File: config.mk
export PLATFORM = sky130hd
export DESIGN_NAME = sw_input_port
export DESIGN_NICKNAME = d
export VERILOG_FILES = /design/src/rtl/io_pkg.sv /design/src/rtl/sw_debounce_bit.sv /design/src/rtl/sw_input_port.sv
export SDC_FILE = /design/constraint.sdc
export NUM_CORES = 1
export LEC_CHECK = 0
export ABC_CLOCK_PERIOD_IN_PS = 1500
export CORE_MARGIN = 5
export CORE_UTILIZATION = 30
export CTS_CLUSTER_DIAMETER = 30
export DETAILED_ROUTE_END_ITERATION = 6
export REMOVE_ABC_BUFFERS = 1
export SLEW_MARGIN = 40
export SYNTH_ARGS = -nofsm -noshare
export SYNTH_HDL_FRONTEND = slang
export SYNTH_SLANG_ARGS = --single-unit
File: constraint.sdc
create_clock -name i_clk -period 1.5 [get_ports i_clk]
set_clock_uncertainty 0.15 [all_clocks]
set_input_delay 0.3 -clock i_clk [delete_from_list [all_inputs] [get_ports i_clk]]
set_output_delay 0.3 -clock i_clk [all_outputs]
set_load 0.02 [all_outputs]
File: src/rtl/io_pkg.sv
// Shared register-window definitions for the switch input port.
package io_pkg;

  localparam logic [3:0] SW_ADDR_STABLE = 4'h0;
  localparam logic [3:0] SW_ADDR_CHG    = 4'h4;
  localparam logic [3:0] SW_ADDR_EDGE   = 4'h8;
  localparam logic [3:0] SW_ADDR_MASK   = 4'hC;

  typedef enum logic [3:0] {
    AddrStable = SW_ADDR_STABLE,
    AddrChg    = SW_ADDR_CHG,
    AddrEdge   = SW_ADDR_EDGE,
    AddrMask   = SW_ADDR_MASK
  } sw_reg_addr_e;

  // Word-align a byte offset; the low two bits never select a register.
  function automatic sw_reg_addr_e sw_word_addr(input logic [3:0] addr);
    return sw_reg_addr_e'({addr[3:2], 2'b00});
  endfunction

endpackage

File: src/rtl/sw_debounce_bit.sv
// One switch bit: 2-FF synchroniser, persistence counter and debounced level.
// toggle is high in the cycle whose clock edge flips the debounced level.
module sw_debounce_bit #(
  parameter int unsigned DEBOUNCE_CYCLES = 4,
  parameter int unsigned CNT_W           = $clog2(DEBOUNCE_CYCLES + 1)
) (
  input  logic clk,
  input  logic rst_n,
  input  logic sw_raw,
  output logic stable,
  output logic toggle
);

  localparam logic [CNT_W-1:0] CNT_MAX = CNT_W'(DEBOUNCE_CYCLES - 1);

  logic             sync1;
  logic             sync2;
  logic [CNT_W-1:0] cnt;

  assign toggle = (sync2 != stable) && (cnt == CNT_MAX);

  // Synchronise, then accept a new level only after it persists long enough.
  always_ff @(posedge clk or negedge rst_n) begin
    if (!rst_n) begin
      sync1  <= 1'b0;
      sync2  <= 1'b0;
      cnt    <= '0;
      stable <= 1'b0;
    end else begin
      sync1 <= sw_raw;
      sync2 <= sync1;
      if (sync2 == stable) begin
        cnt <= '0;
      end else if (toggle) begin
        stable <= sync2;
        cnt    <= '0;
      end else begin
        cnt <= cnt + CNT_W'(1);
      end
    end
  end

endmodule

File: src/rtl/sw_input_port.sv
// Switch bank receiver: per-bit debounce, sticky change flags, toggle counter
// on bit 0, and a 4-word LSU register window with a maskable interrupt.
module sw_input_port
  import io_pkg::*;
#(
  parameter int unsigned NUM_SW          = 32,
  parameter int unsigned DEBOUNCE_CYCLES = 4,
  parameter int unsigned CNT_W           = $clog2(DEBOUNCE_CYCLES + 1)
) (
  input  logic              i_clk,
  input  logic              i_reset,
  input  logic [NUM_SW-1:0] i_io_sw,
  input  logic              i_rd_en,
  input  logic              i_wr_en,
  input  logic [3:0]        i_addr,
  input  logic [31:0]       i_wr_data,
  output logic [31:0]       o_rd_data,
  output logic              o_rd_vld,
  output logic [NUM_SW-1:0] o_sw_stable,
  output logic              o_irq
);

  logic [NUM_SW-1:0] toggle;
  logic [NUM_SW-1:0] chg_flags_q;
  logic [NUM_SW-1:0] irq_mask_q;
  logic [31:0]       edge_cnt_q;
  logic [31:0]       rd_mux;
  sw_reg_addr_e      reg_addr;
  logic              unused_bits;

  assign unused_bits = ^{i_addr[1:0], i_wr_data};
  assign reg_addr    = sw_word_addr(i_addr);

  for (genvar i = 0; i < NUM_SW; i++) begin : g_bit
    sw_debounce_bit #(
      .DEBOUNCE_CYCLES(DEBOUNCE_CYCLES),
      .CNT_W          (CNT_W)
    ) u_bit (
      .clk   (i_clk),
      .rst_n (i_reset),
      .sw_raw(i_io_sw[i]),
      .stable(o_sw_stable[i]),
      .toggle(toggle[i])
    );
  end

  // Read mux sees register values before this edge's updates.
  always_comb begin
    rd_mux = '0;
    case (reg_addr)
      AddrStable: rd_mux = 32'(o_sw_stable);
      AddrChg:    rd_mux = 32'(chg_flags_q);
      AddrEdge:   rd_mux = edge_cnt_q;
      AddrMask:   rd_mux = 32'(irq_mask_q);
      default:    rd_mux = '0;
    endcase
  end

  // Flags, counter, mask and output registers. A toggle on the same edge as a
  // read-clear wins so the new event survives.
  always_ff @(posedge i_clk or negedge i_reset) begin
    if (!i_reset) begin
      chg_flags_q <= '0;
      irq_mask_q  <= '0;
      edge_cnt_q  <= '0;
      o_rd_data   <= '0;
      o_rd_vld    <= 1'b0;
      o_irq       <= 1'b0;
    end else begin
      if (i_rd_en && reg_addr == AddrChg) begin
        chg_flags_q <= toggle;
      end else begin
        chg_flags_q <= chg_flags_q | toggle;
      end
      if (toggle[0]) begin
        edge_cnt_q <= edge_cnt_q + 32'd1;
      end
      if (i_wr_en && reg_addr == AddrMask) begin
        irq_mask_q <= i_wr_data[NUM_SW-1:0];
      end
      if (i_rd_en) begin
        o_rd_data <= rd_mux;
      end
      o_rd_vld <= i_rd_en;
      o_irq    <= |(chg_flags_q & irq_mask_q);
    end
  end

endmodule

**After elaboration in Yosys (flattened, before gate mapping)**

Cells that the tools add are included.

- Add/sub/neg operators: 33
- Equal/unequal tests: 99
- Multiplexer cells: 66
- Bitwise logic cells: 34
- Reduce and logical (&&, ||, !) cells: 68

Operators with widths:

| operator | count |
|---|---|
| $mux W3 | 64 |
| $pmux W32 S4 | 1 |
| $add A3 B1 Y3 const B | 32 |
| $eq A3 B2 Y1 const B | 32 |
| $reduce_and A2 Y1 | 32 |
| $logic_and A1 B1 Y1 | 34 |
| $add A32 B1 Y32 const B | 1 |
| $and A32 B32 Y32 | 1 |
| $eq A1 B1 Y1 | 32 |
| $mux W32 | 1 |
| $ne A1 B1 Y1 | 32 |
| $not A1 Y1 | 32 |
| $or A32 B32 Y32 | 1 |
| $reduce_or A32 Y1 | 1 |
| $eq A2 B2 Y1 const B | 2 |
| $logic_not A4 Y1 | 1 |
| $eq A2 B1 Y1 const B | 1 |

- Bits in registers: 322
- Input bits: 72
- Logic and storage cells: 434

**Logic depth before layout (Yosys ltp)**

- Word-level depth: 4
- Depth in mapped cells: 6
- Depth with buffers taken out: 5

**By module**

A second synthesis with hierarchy kept.

- Cells, all modules: 838
- Area, all modules: 12995.0 um^2

By module, submodules not included:

| module | instances | cells an instance | area an instance (um^2) |
|---|---|---|---|
| sw_debounce_bit | 32 | 14 | 222.7 |
| sw_input_port | 1 | 390 | 5868.1 |

**Worst setup path after synthesis**

OpenSTA, ideal clock, no wires.

- Kind: input-to-reg
- Start: in i_addr[3]
- End: reg o_rd_data[18]
- Arrival time: 1.582 ns
- Data required time: 1.225 ns
- Path slack: -0.356 ns
- Cell stages on the path: 4
- Cells stage by stage: buf_2 buf_2 mux4_2 mux2_2

- Cells in the longest elaborated chain, start to end: 2

Ends and longest elaborated chain:

| item | line | source |
|---|---|---|
| from (decl) | sw_input_port.sv:15 | `input logic [3:0] i_addr,` |
| $eq A2 B2 Y1, or another cell as far along | sw_input_port.sv:50 | `case (reg_addr)` |
| $pmux W32 S4 (*) | sw_input_port.sv:50 |  |
| to (signal assigned) | sw_input_port.sv:82 | `o_rd_data <= rd_mux;` |
| to (decl) | sw_input_port.sv:17 | `output logic [31:0] o_rd_data,` |

Mark *: on every way between the ends. The rest lies on a longest branch, timed or not.
A chain may end at the register's enable or synchronous reset.

**Worst setup path after layout**

- Start: reg chg_flags_q[29]
- End: reg o_irq

- Cells in the longest elaborated chain, start to end: 2

Ends and longest elaborated chain:

| item | line | source |
|---|---|---|
| from (decl) | sw_input_port.sv:24 | `logic [NUM_SW-1:0] chg_flags_q;` |
| from (signal assigned) | sw_input_port.sv:71 | `chg_flags_q <= toggle;` |
| from (signal assigned) | sw_input_port.sv:73 | `chg_flags_q <= chg_flags_q \| toggle;` |
| $and A32 B32 Y32 | sw_input_port.sv:85 | `o_irq <= \|(chg_flags_q & irq_mask_q);` |
| $reduce_or A32 Y1 | sw_input_port.sv:85 |  |
| to (signal assigned) | sw_input_port.sv:85 |  |
| to (decl) | sw_input_port.sv:20 | `output logic o_irq` |

No other way between the ends.

==> metrics.cfg <==
[outcome]
outcome = finished with violations
violations = setup timing

[synth]
netlist_instances = 908
yosysUniqueCellTypes = 34
syn_area_per_cell_sq_um = 14.35
netlist_area_sq_mm = 0.01303
synthDominantCellAreaShare = 0.6183
ys_warn_count = 0
synthTopCellsByArea = dfrtp_1, mux2_2, mux4_2
ys_seq_area_frac = 0.6183
synth-seq-cells = 322
yosysTopAreaCell = dfrtp_1

[cts]
htreeDepth = 3
root_buffer = clkbuf_16
clk_path_buf_depth = 3
cts_tree = built
insertion_delay_ns = 0.58
clk_pin_slew_ns = 0.05
cts_buffers = 78
cts.sinks = 322

[timing]
fin_ws_ns = -0.2379
tightest_slew_ns = 0.4711
finalMaxSlewViolations = 0
hold_violations = 0
relSlewSlack = 0.6847
setup_violations = 119
tns_ns = -9.105
fmax_ghz = 0.5754
rsz0062_at_grt = yes
period_share = 1.159
fin_crit_ns = 1.738

[floorplan]
coreArea_sq_mm = 0.04298
start_util = 0.3032
die_w_um = 218.4
rows = 76
design.die.area_sq_mm = 0.04771
die_h_um = 218.4
io_pins = 138

[worst_setup_path]
end_kind = register
worstPathRequired_ns = 1.79
path_class = reg2reg
critPathTopFamily = simple AND/OR/NAND/NOR gates
path_buf_inv = 0
cpMaxStageDelayCell = or4_1
cp_cell_sequence = a22oi_1, nand4_1, or4_1
crit_path_max_incr_delay_ns = 0.56
cp-start-kind = register
cp.arrival_ns = 2.03
critPathMaxFanout = 3

[grt]
grt_use_total = 0.1359
grt_max_degree = 84
grt-ovfl-total = 0
grt_pass1_wl_mm = 51.30
antenna_found_initial = 0
grt_pass1_vias = 9573

[pwr]
ir_drop_mv = 0.8778
p_leak_nw = 9.498
power_density_mw_per_mm2 = 2082

[routing]
drtAntennaViolNets = 0
drc = 0
drt_iter0_markers = 395
firstDrtPassIters = 6
routed_wirelength_mm = 32.02
via_per_inst = 4.378
vias = 8611
wl_per_cell_um = 16.28

[placed_design]
hpwl_mm = 21.67
io_buffers = 135
gp_congestion = 0.7795

[min_path]
min_path_type = in2reg

[layout]
fin_util = 0.4777
drive_above_1_share = 0.4363
final_nets = 1424
num_antenna_cells = 0
syn2layout_area_growth_pct = 57.55

[flow_run]
maxCapViolCount = 0

[final cells by class]
cell class	count	area, sq um
sequential	322	8068
clock buffer	99	2181
timing repair buffer	381	3750
fill	3728	22450
clock inverter	44	802.0
inverter	16	60.06
tap	585	732.0
multi-input combinational	520	4940
[per-stage QoR]
stage | instance area [sq um] | hold slack (ns) | setup slack, ns | cells | total power [mW]
floorplan | 12710 | -0.1456 | -0.4329 | 858 | 17.06
global placement | 16130 | 0.1671 | -0.3046 | 1731 | 21.77
detailed placement | 16130 | 0.1750 | -0.2999 | 1731 | 22.05
CTS | 20180 | 0.00003159 | -0.2692 | 1949 | 42.76
global route | 20530 | 0.009217 | -0.2852 | 1967 | 44.99
finish | 20530 | 0.03439 | -0.2379 | 1967 | 42.75
[routing by layer]
layer	share of wire	global-route usage
met1	0.43	0.1730
met2	0.49	0.2246
met3	0.053	0.03823
met4	0.020	0.04543
met5	0	0
[placed cells by master, fill, tap and decap left out, types with 4 or more instances in the layout]
cell	instances
a22oi_1	13
nor3b_1	50
clkinv_2	11
mux2_4	29
nor2b_1	17
ha_1	32
clkbuf_16	78
buf_6	127
mux4_2	32
nand2b_1	15
bufinv_16	18
inv_16	4
xor2_1	14
mux2_2	56
clkdlybuf4s50_1	65
mux2_1	11
dfrtp_1	314
xnor2_1	53
dlygate4sd3_1	20
and3_1	13
nand3_2	8
buf_4	149
nor3_1	18
buf_12	16
clkbuf_8	15
clkbuf_1	6
nor2b_2	5
nor2_1	13
clkinvlp_4	5
inv_1	16
nand3_4	4
xnor2_2	6
nand4_1	15
nand2_1	53
o21ai_0	30
dfrtp_2	8
[power breakdown]
group	leakage, nW	internal, mW	switching, mW
Combinational	3.98	6.73	4.70
Clock	1.45	13.4	5.36
Sequential	4.07	10.9	1.60
Total	9.50	31.1	11.7
[worst paths after layout]
kind / startpoint / to / slack (ns) / cells past startpoint
hold reg to reg: g_bit[27].u_bit.sync1$_DFF_PN0_ / g_bit[27].u_bit.sync2$_DFF_PN0_ / 0.19 / 0
max in group asynchronous: i_reset / g_bit[22].u_bit.stable$_DFFE_PN0P_ / 0.58 / 3
setup / recovery: chg_flags_q[29]$_DFF_PN0_ / o_irq$_DFF_PN0_ / -0.24 / 3
hold / removal: i_io_sw[21] / g_bit[21].u_bit.sync1$_DFF_PN0_ / 0.03 / 1
setup reg to reg: chg_flags_q[29]$_DFF_PN0_ / o_irq$_DFF_PN0_ / -0.24 / 3
min in group asynchronous: i_reset / g_bit[11].u_bit.stable$_DFFE_PN0P_ / 0.17 / 3
[registers in the layout, indices dropped and copies added, names as in the netlist]
register and flops:
g_bit.u_bit.cnt 96, chg_flags_q 32, edge_cnt_q 32, g_bit.u_bit.stable 32
g_bit.u_bit.sync1 32, g_bit.u_bit.sync2 32, irq_mask_q 32, o_rd_data 32
o_irq 1, o_rd_vld 1
[synth_stat cells, drive strengths merged]
cell type  instances
dfrtp            322
nand4b             3
nor2b             22
nand2b            16
mux2              96
nand2             57
inv               16
nand3             13
buf               43
and3              13
xnor2             60
nor4               4
and4               3
ha                33
mux4              32
nor3              20
clkbuf             7
o21ai             30
or4                1
nand4             17
nand3b             2
nor2              15
a22oi             16
a21o               1
xor2              14
nor3b             52
[cells by family (layout without fill, tap and decap cells)]
logic type	Yosys count	in the layout	synth area share
buf+inv	66	540	0.02967
flops	322	322	0.6183
mux	128	128	0.1385
xor+xnor	74	74	0.05117
compound gates	47	47	0.02131
simple gates	238	238	0.1094
fa+ha+maj	33	33	0.03168
[timing repair]
| action | in CTS | in global routing |
|---|---|---|
| buffers inserted | 56 | 32 |
| resized for setup | 480 | 63 |
| hold endpoints to repair | 341 | 0 |
| pin swaps | 43 | 19 |
| setup endpoints to repair | 122 | 140 |
| gates cloned | 1 | 0 |
| hold buffers | 20 | 0 |
Note: power is estimated with default switching activity, not from simulation.
